[config.mk]
export PLATFORM = sky130hd
export DESIGN_NAME = dc_compensation
export DESIGN_NICKNAME = d
export VERILOG_FILES = /design/src/rtl/rsp_s2_pkg.sv /design/src/rtl/dc_sub_lane.sv /design/src/rtl/dc_compensation.sv
export SDC_FILE = /design/constraint.sdc
export NUM_CORES = 1
export LEC_CHECK = 0
export BUFFER_PORTS_ARGS = -buffer_cell sky130_fd_sc_hd__buf_2
export CORE_UTILIZATION = 50
export DETAILED_ROUTE_END_ITERATION = 8
export PLACE_DENSITY = 0.71
export SYNTH_ARGS = -nofsm -noshare
export SYNTH_HDL_FRONTEND = slang
export SYNTH_HIERARCHICAL = 1
export SYNTH_SLANG_ARGS = --single-unit
[constraint.sdc]
create_clock -name clk -period 7.65 [get_ports clk]
set_input_delay 0.3825 -clock clk [delete_from_list [all_inputs] [get_ports clk]]
set_output_delay 0.3825 -clock clk [all_outputs]
set_load 0.01 [all_outputs]
[src/rtl/rsp_s2_pkg.sv]
// Shared definitions for the RSP S2 prep chain: lane geometry, estimate FSM states
// and the 17-to-16 bit saturation helper.
package rsp_s2_pkg;

  localparam int unsigned DATA_WIDTH = 16;
  localparam int unsigned EST_WIDTH  = 2 * DATA_WIDTH;
  localparam int unsigned LANES_C    = 4;
  localparam int unsigned LANES_R    = 8;

  typedef enum logic [1:0] {
    IDLE = 2'd0,
    RUN  = 2'd1,
    PEND = 2'd2
  } state_e;

  // Clamp a sign-extended difference back into the lane range.
  function automatic logic [DATA_WIDTH-1:0] sat16(input logic [DATA_WIDTH:0] d);
    if (d[DATA_WIDTH] != d[DATA_WIDTH-1]) begin
      return d[DATA_WIDTH] ? {1'b1, {(DATA_WIDTH-1){1'b0}}} : {1'b0, {(DATA_WIDTH-1){1'b1}}};
    end
    return d[DATA_WIDTH-1:0];
  endfunction

endpackage

[src/rtl/dc_sub_lane.sv]
// One lane of DC removal: S1 registers the 17-bit difference, S2 registers the
// saturated result; clip_c flags that the S1 difference is out of range.
module dc_sub_lane
  import rsp_s2_pkg::*;
(
  input  logic                  clk,
  input  logic                  rst,
  input  logic                  s1_en,
  input  logic                  s2_en,
  input  logic [DATA_WIDTH-1:0] x,
  input  logic [DATA_WIDTH-1:0] est,
  output logic [DATA_WIDTH-1:0] y,
  output logic                  clip_c
);

  logic [DATA_WIDTH:0] diff_q;

  always_ff @(posedge clk) begin
    if (rst) begin
      diff_q <= '0;
    end else if (s1_en) begin
      diff_q <= {x[DATA_WIDTH-1], x} - {est[DATA_WIDTH-1], est};
    end
  end

  always_ff @(posedge clk) begin
    if (rst) begin
      y <= '0;
    end else if (s2_en) begin
      y <= sat16(diff_q);
    end
  end

  assign clip_c = diff_q[DATA_WIDTH] != diff_q[DATA_WIDTH-1];

endmodule

[src/rtl/dc_compensation.sv]
// Subtracts a frame-synchronous DC estimate from the 128-bit sample stream with a
// 2-cycle pipeline, lane saturation and a saturating clip counter.
module dc_compensation
  import rsp_s2_pkg::*;
#(
  parameter int unsigned READ_RAM_WIDTH = 128,
  parameter int unsigned SATCNT_WIDTH   = 16
) (
  input  logic                      clk,
  input  logic                      rst,
  input  logic                      i_switch,
  input  logic                      i_bypass,
  input  logic [EST_WIDTH-1:0]      i_dc_est,
  input  logic                      i_dc_est_valid,
  input  logic [READ_RAM_WIDTH-1:0] i_x0_data,
  input  logic                      i_x0_valid,
  input  logic                      i_x0_last,
  output logic [READ_RAM_WIDTH-1:0] o_y0_data,
  output logic                      o_y0_valid,
  output logic                      o_y0_last,
  output logic                      o_est_active,
  output logic [SATCNT_WIDTH-1:0]   o_sat_cnt
);

  localparam int unsigned LANES = READ_RAM_WIDTH / DATA_WIDTH;
  localparam int unsigned SUM_W = $clog2(LANES + 1);
  localparam int unsigned CNT_W = SATCNT_WIDTH + 1;

  state_e               state_q, state_d;
  logic [EST_WIDTH-1:0] shadow_q, shadow_d;
  logic [EST_WIDTH-1:0] active_q, active_d;
  logic                 mode_q, mode_d;
  logic                 s1_valid_q, s1_last_q;
  logic [LANES-1:0]     clip_c;
  logic [SUM_W-1:0]     clip_sum_c;
  logic [CNT_W-1:0]     cnt_sum_c;

  always_ff @(posedge clk) begin
    if (rst) begin
      state_q      <= IDLE;
      shadow_q     <= '0;
      active_q     <= '0;
      mode_q       <= 1'b0;
      o_est_active <= 1'b0;
    end else begin
      state_q      <= state_d;
      shadow_q     <= shadow_d;
      active_q     <= active_d;
      mode_q       <= mode_d;
      o_est_active <= state_d != IDLE;
    end
  end

  // Estimate double-buffer: commits only on a last beat while pending, and a
  // strobe coinciding with that last beat defers the commit to the next frame.
  always_comb begin
    state_d  = state_q;
    shadow_d = shadow_q;
    active_d = active_q;
    mode_d   = mode_q;
    case (state_q)
      IDLE: begin
        if (i_dc_est_valid) begin
          shadow_d = i_dc_est;
          active_d = i_dc_est;
          mode_d   = i_switch;
          state_d  = RUN;
        end
      end
      RUN: begin
        if (i_dc_est_valid) begin
          shadow_d = i_dc_est;
          state_d  = PEND;
        end
      end
      PEND: begin
        if (i_dc_est_valid) begin
          shadow_d = i_dc_est;
        end else if (i_x0_valid && i_x0_last) begin
          active_d = shadow_q;
          mode_d   = i_switch;
          state_d  = RUN;
        end
      end
      default: state_d = IDLE;
    endcase
  end

  for (genvar g = 0; g < LANES; g++) begin : g_lane
    logic [DATA_WIDTH-1:0] est_lane;

    always_comb begin
      if (i_bypass) begin
        est_lane = '0;
      end else if (mode_q || (g % 2 == 0)) begin
        est_lane = active_q[DATA_WIDTH-1:0];
      end else begin
        est_lane = active_q[EST_WIDTH-1:DATA_WIDTH];
      end
    end

    dc_sub_lane u_lane (
      .clk    (clk),
      .rst    (rst),
      .s1_en  (i_x0_valid),
      .s2_en  (s1_valid_q),
      .x      (i_x0_data[g*DATA_WIDTH +: DATA_WIDTH]),
      .est    (est_lane),
      .y      (o_y0_data[g*DATA_WIDTH +: DATA_WIDTH]),
      .clip_c (clip_c[g])
    );
  end

  always_ff @(posedge clk) begin
    if (rst) begin
      s1_valid_q <= 1'b0;
      s1_last_q  <= 1'b0;
      o_y0_valid <= 1'b0;
      o_y0_last  <= 1'b0;
    end else begin
      s1_valid_q <= i_x0_valid;
      s1_last_q  <= i_x0_valid & i_x0_last;
      o_y0_valid <= s1_valid_q;
      o_y0_last  <= s1_last_q;
    end
  end

  always_comb begin
    clip_sum_c = '0;
    for (int unsigned i = 0; i < LANES; i++) begin
      clip_sum_c = clip_sum_c + SUM_W'(clip_c[i]);
    end
    cnt_sum_c = CNT_W'(o_sat_cnt) + CNT_W'(clip_sum_c);
  end

  // Counter holds at all-ones once the sum overflows.
  always_ff @(posedge clk) begin
    if (rst) begin
      o_sat_cnt <= '0;
    end else if (s1_valid_q) begin
      o_sat_cnt <= cnt_sum_c[SATCNT_WIDTH] ? '1 : cnt_sum_c[SATCNT_WIDTH-1:0];
    end
  end

endmodule

==> Word-level counts from Yosys, hierarchy flattened <==
Cells that the tools add are included.
{ "classes": {"n_addsub": 16, "n_eq_ne": 13, "muxes": 65, "n_bitwise": 1, "n_reduce_logical": 7} }
{ "op_table": {"columns": ["op", "count"], "rows": [
  ["$mux W16", 28],
  ["$sub A16 B16 Y17", 8],
  ["$mux W32", 3],
  ["$pmux W32 S2", 1],
  ["$mux W1", 27],
  ["$add A16 B4 Y17", 1],
  ["$add A4 B1 Y4", 4],
  ["$mux W2", 4],
  ["$ne A1 B1 Y1", 8],
  ["$ne A2 B2 Y1 const B", 3],
  ["$pmux W2 S3", 1],
  ["$add A3 B1 Y4", 1],
  ["$reduce_and A4 Y1", 1],
  ["$reduce_bool A2 Y1", 2],
  ["$add A2 B1 Y3", 1],
  ["$reduce_or A3 Y1", 1],
  ["$add A1 B1 Y2", 1],
  ["$eq A2 B1 Y1 const B", 1],
  ["$eq A2 B2 Y1 const B", 1],
  ["$logic_not A2 Y1", 1],
  ["$pmux W1 S2", 1],
  ["$reduce_and A2 Y1", 1],
  ["$and A1 B1 Y1", 1],
  ["$logic_and A1 B1 Y1", 1]
]} }
{ "totals": {"register_bits": 352, "input_bits": 167, "out_inout_bits": 147, "elab_cells": 128} }

==> Logic depth before layout (Yosys ltp) <==
{ "logic_depth": {"ltp_word": 10, "ltp_mapped": 17, "mapped_depth_nobuf": 15} }

==> Hierarchy <==
Netlist, hierarchy kept.
{ "by_module_without_submodules": {"columns": ["mod", "n_inst", "cells_per_inst", "area_each_um2", "seq_area_each_um2"], "rows": [
  ["dc_sub_lane at g_lane[3].u_lane ...", 4, 278, 2207.1, 660.6],
  ["dc_sub_lane at g_lane[0].u_lane ...", 3, 258, 2049.5, 660.6],
  ["dc_compensation", 1, 521, 4316.6, 1761.7],
  ["dc_sub_lane at g_lane[7].u_lane", 1, 271, 2199.6, 660.6]
]} }

==> Worst setup path after synthesis <==
No wires, ideal clock.
{ "synth_path": {"path_type": "reg2reg", "from": "register g_lane[0].u_lane.diff_q[15]", "to": "register o_sat_cnt[15]", "arrival_time_ns": 4.362, "required_ns": 7.530, "path_slack_ns": 3.169, "stages_incl_launch_ff": 18, "period_less_slack_ns": 4.481, "path_cell_list": "dfxtp_1 inv_1 ha_1 clkbuf_1 clkbuf_1 inv_1 fa_1 inv_1 fa_1 fa_1 fa_1 inv_1 fa_1 a211oi_1 nor3b_2 nand4b_1 a21bo_2 a211o_1"} }
{ "synth_via": {"elab_chain_cells": 10} }
{ "synth_rtl": {"columns": ["element", "line_no", "source"], "rows": [
  ["start, declared", "dc_sub_lane.sv:16", "logic [DATA_WIDTH:0] diff_q;"],
  ["start signal, assigned", "dc_sub_lane.sv:22", "diff_q <= {x[DATA_WIDTH-1], x} - {est[DATA_WIDTH-1], est};"],
  ["$ne A1 B1 Y1", "dc_sub_lane.sv:34", "assign clip_c = diff_q[DATA_WIDTH] != diff_q[DATA_WIDTH-1];"],
  ["named net clip_c[0]", "dc_compensation.sv:34", "logic [LANES-1:0] clip_c;"],
  ["$add A1 B1 Y2", "dc_compensation.sv:131", "clip_sum_c = clip_sum_c + SUM_W'(clip_c[i]);"],
  ["$add A2 B1 Y3", "dc_compensation.sv:131", null],
  ["$add A3 B1 Y4", "dc_compensation.sv:131", null],
  ["$add A4 B1 Y4 (4 in series)", "dc_compensation.sv:131", null],
  ["$add A16 B4 Y17", "dc_compensation.sv:133", "cnt_sum_c = CNT_W'(o_sat_cnt) + CNT_W'(clip_sum_c);"],
  ["$mux W16", "dc_compensation.sv:141", "o_sat_cnt <= cnt_sum_c[SATCNT_WIDTH] ? '1 : cnt_sum_c[SATCNT_WIDTH-1:0];"],
  ["end signal, assigned", "dc_compensation.sv:141", null],
  ["end, declared", "dc_compensation.sv:22", "output logic [SATCNT_WIDTH-1:0] o_sat_cnt"]
]} }
The timed path passes the listed nets, and every way through them passes these cells.
A chain may end at the register's enable or synchronous reset.

==> Final worst setup path <==
Ends and elaborated chain as after synthesis.

==> metrics.yaml <==
crit_required_ns: 8.10
ant_nets: 0
postCtsResizedCells: 0
finalCritPeriodShare_pct: 63.44
avgSynthCellArea_um2: 8.026
numPortBuffers: 313
grt_max_degree: 188
switching_share_pct: 33.09
post-cts-setup-buffer-count: 0
ios: 314
path_max_fanout: 17
fin_ws_ns: 2.797
grt-ovfl-total: 0
power_frac_clock_pct: 35.5
initial_core_util_pct: 51.01
synthArstFlopShare_pct: 0
final_cell_count_no_fill: 3478
clockRootBuffer: "clkbuf_16"
dpl_cell_area_um2: 23270
hold_viol: 0
place_worst_setup_slack_ns: 2.901
syn-num-nets: 3008
grt_antenna_before_repair: 2
cts-buffers-inserted: 41
clk_pin_slew_ns: 0.06
rows: 75
fmax_ghz: 0.2061
worstHoldEndpoint: "shadow_q[5]$_SDFFE_PP0P_"
drc: 0
cp-start-kind: "register"
synth-seq-cells: 352
internal_power_mw: 3.783
cts_buffer_depth: 3
status: "completed"
vias_per_cell: 5.920
cts_htree_levels: 2
maxCapViolCount: 0
critical_path_class: "reg2reg"
finalWeightedCongestion: 0.9343
power_switching_mw: 1.871
vias: 20590
cts_tree: "done"
grtUsageTotal_pct: 29.41
die_w_um: 209.3
grt_first_pass_wirelength_mm: 102.9
irDropWorstVdd_mv: 0.1546
report.final.slew_viol_count: 0
syn-cell-area_um2: 21490
place_inst: 3401
synth_edf_count: 0
layout_min_cycle_time_ns: 4.853
setup-tns-final_ns: 0
hp-class: "in2reg"
r2r_start: "g_lane[0].u_lane/diff_q[15]$_SDFFE_PP0P_"
hp-start: "i_dc_est[5]"
yosys_warnings: 6
p_leak_nw: 10.15
tightestPinTransition_ns: 1.199
cp-end-kind: "register"
dieHeight_um: 209.3
cp.arrival_ns: 5.31
holdBufCountCts: 0
fin_area_um2: 24650
relSlewSlack_pct: 19.89
power.density_nw_per_um2: 229.3
holdPathStages: 3
clock_sinks: 352
first_pass_iters: 5
hpwl_mm: 47.92
first_iter_violations: 1487
totalWireLength_mm: 66.30
synth_cells: 2678
p_comb_share_pct: 27.0
final_nets: 3235
ys.flop_type: "dfxtp_1"
worstSkewPairLatency_ns: 0.57
pwr-share-seq_pct: 37.5
wl_per_cell_um: 19.06
clock_skew_ns: 0.01956
grt_pass1_vias: 19170
core_area_um2: 42130
dieArea_um2: 43820
yosys.cell_types.count: 92
rr_endpoint: "o_sat_cnt[15]$_SDFFE_PP0P_"
yosysSeqAreaShare_pct: 32.79
drive_gt1_share_pct: 16.51
rrSetupSlack_ns: 2.80
finalSetupViolCount: 0
rsz0062_at_grt: "no"
r2r_cells: 15
syn2layout_area_growth_pct: 14.70
metal layers:
metal  routed length [µm]  GRT usage, %  vias to the layer above
met1                30820         40.93                     9630
met4                 2811         12.98                        2
met5                    8             0                        -
li1                     -             -                    10100
met3                 4378         4.863                      156
met2                28280         44.71                      705
worst max-delay path: stages (launching register included):
cell	delay (ns)
dfxtp_1	0.36
inv_1	0.05
ha_1	0.58
inv_1	0.21
fa_1	0.55
inv_1	0.05
fa_1	0.46
fa_1	0.51
fa_1	0.20
inv_1	0.06
fa_1	0.43
a211oi_1	0.44
nor3b_2	0.18
nand4b_1	0.19
a21bo_2	0.24
a211o_1	0.21
synth_stat cells (all sizes together), types with 43 or more instances:
master,n,share of area [%]
nand3,56,1.3
ha,150,8.7
dfxtp,352,33
o21ai,83,2.2
nor2,343,6.0
nor3,55,1.4
inv,194,3.4
a21oi,265,6.4
a211oi,176,6.2
a21o,43,1.5
nor2b,59,1.8
nand2,266,4.6
clkbuf,116,2.0
cells by family after synthesis:
logic type,synth area share [%]
mux,1.822
buf+inv,6.299
simple gates,19.38
flops,32.79
compound gates,28.39
xor+xnor,1.385
fa+ha+maj,9.943
power groups by stage:
stage                     registers (mW)  clock network, mW  logic (mW)
after detailed placement            2.16                  0        1.50
after global placement              2.15                  0        1.46
after CTS                           2.12               2.04        1.51
after global routing                2.14               2.12        1.69
final                               2.12               2.01        1.53
after floorplan                     2.14                  0        1.07
worst max-delay path by stage:
stage / slack, ns / startpoint / endpoint
2_1_floorplan: 3.17 / g_lane[0].u_lane/diff_q[15]$_SDFFE_PP0P_ / o_sat_cnt[15]$_SDFFE_PP0P_
3_3_place_gp: 2.97 / g_lane[0].u_lane/diff_q[15]$_SDFFE_PP0P_ / o_sat_cnt[15]$_SDFFE_PP0P_
3_5_place_dp: 2.90 / g_lane[0].u_lane/diff_q[15]$_SDFFE_PP0P_ / o_sat_cnt[15]$_SDFFE_PP0P_
4_1_cts: 2.82 / g_lane[0].u_lane/diff_q[15]$_SDFFE_PP0P_ / o_sat_cnt[15]$_SDFFE_PP0P_
5_1_grt: 2.59 / g_lane[0].u_lane/diff_q[15]$_SDFFE_PP0P_ / o_sat_cnt[15]$_SDFFE_PP0P_
6_report: 2.80 / g_lane[0].u_lane/diff_q[15]$_SDFFE_PP0P_ / o_sat_cnt[15]$_SDFFE_PP0P_
flip-flops by register name, indices dropped and copies added, names as in the netlist, 2 cells and up:
register / cells
o_sat_cnt: 16
g_lane.u_lane/y: 128
active_q: 32
state_q: 2
shadow_q: 32
g_lane.u_lane/diff_q: 136
layout make-up:
| type | count | area (µm²) |
|---|---|---|
| well taps | 539 | 674.4 |
| inverters | 198 | 743.2 |
| multi-input cells | 1984 | 13100 |
| clock buffers | 57 | 1199 |
| fillers | 3852 | 17480 |
| clock inverters | 18 | 176.4 |
| repair buffers | 328 | 1704 |
| flip-flops and latches | 352 | 7051 |
| diodes | 2 | 5.005 |
layout by cell type (no fill, tap or decap), types with 56 or more instances in the layout:
cell type	instances
nand3_1	56
nand2_1	266
buf_2	311
ha_1	150
nor2b_1	57
a211oi_1	172
dfxtp_1	351
inv_1	194
o21ai_0	66
a21oi_1	255
nor2_1	342
through the flow:
stage / hold slack, ns / total power [mW] / utilization, %
after floorplan: 0.4138 / 3.213 / -
after global placement: 0.4381 / 3.611 / 55.23
after detailed placement: 0.4465 / 3.653 / 55.23
after CTS: 0.04408 / 5.668 / 58.50
after global routing: 0.05974 / 5.943 / 58.50
final: 0.06698 / 5.654 / 58.51
Power figures use the tool's default switching activity.
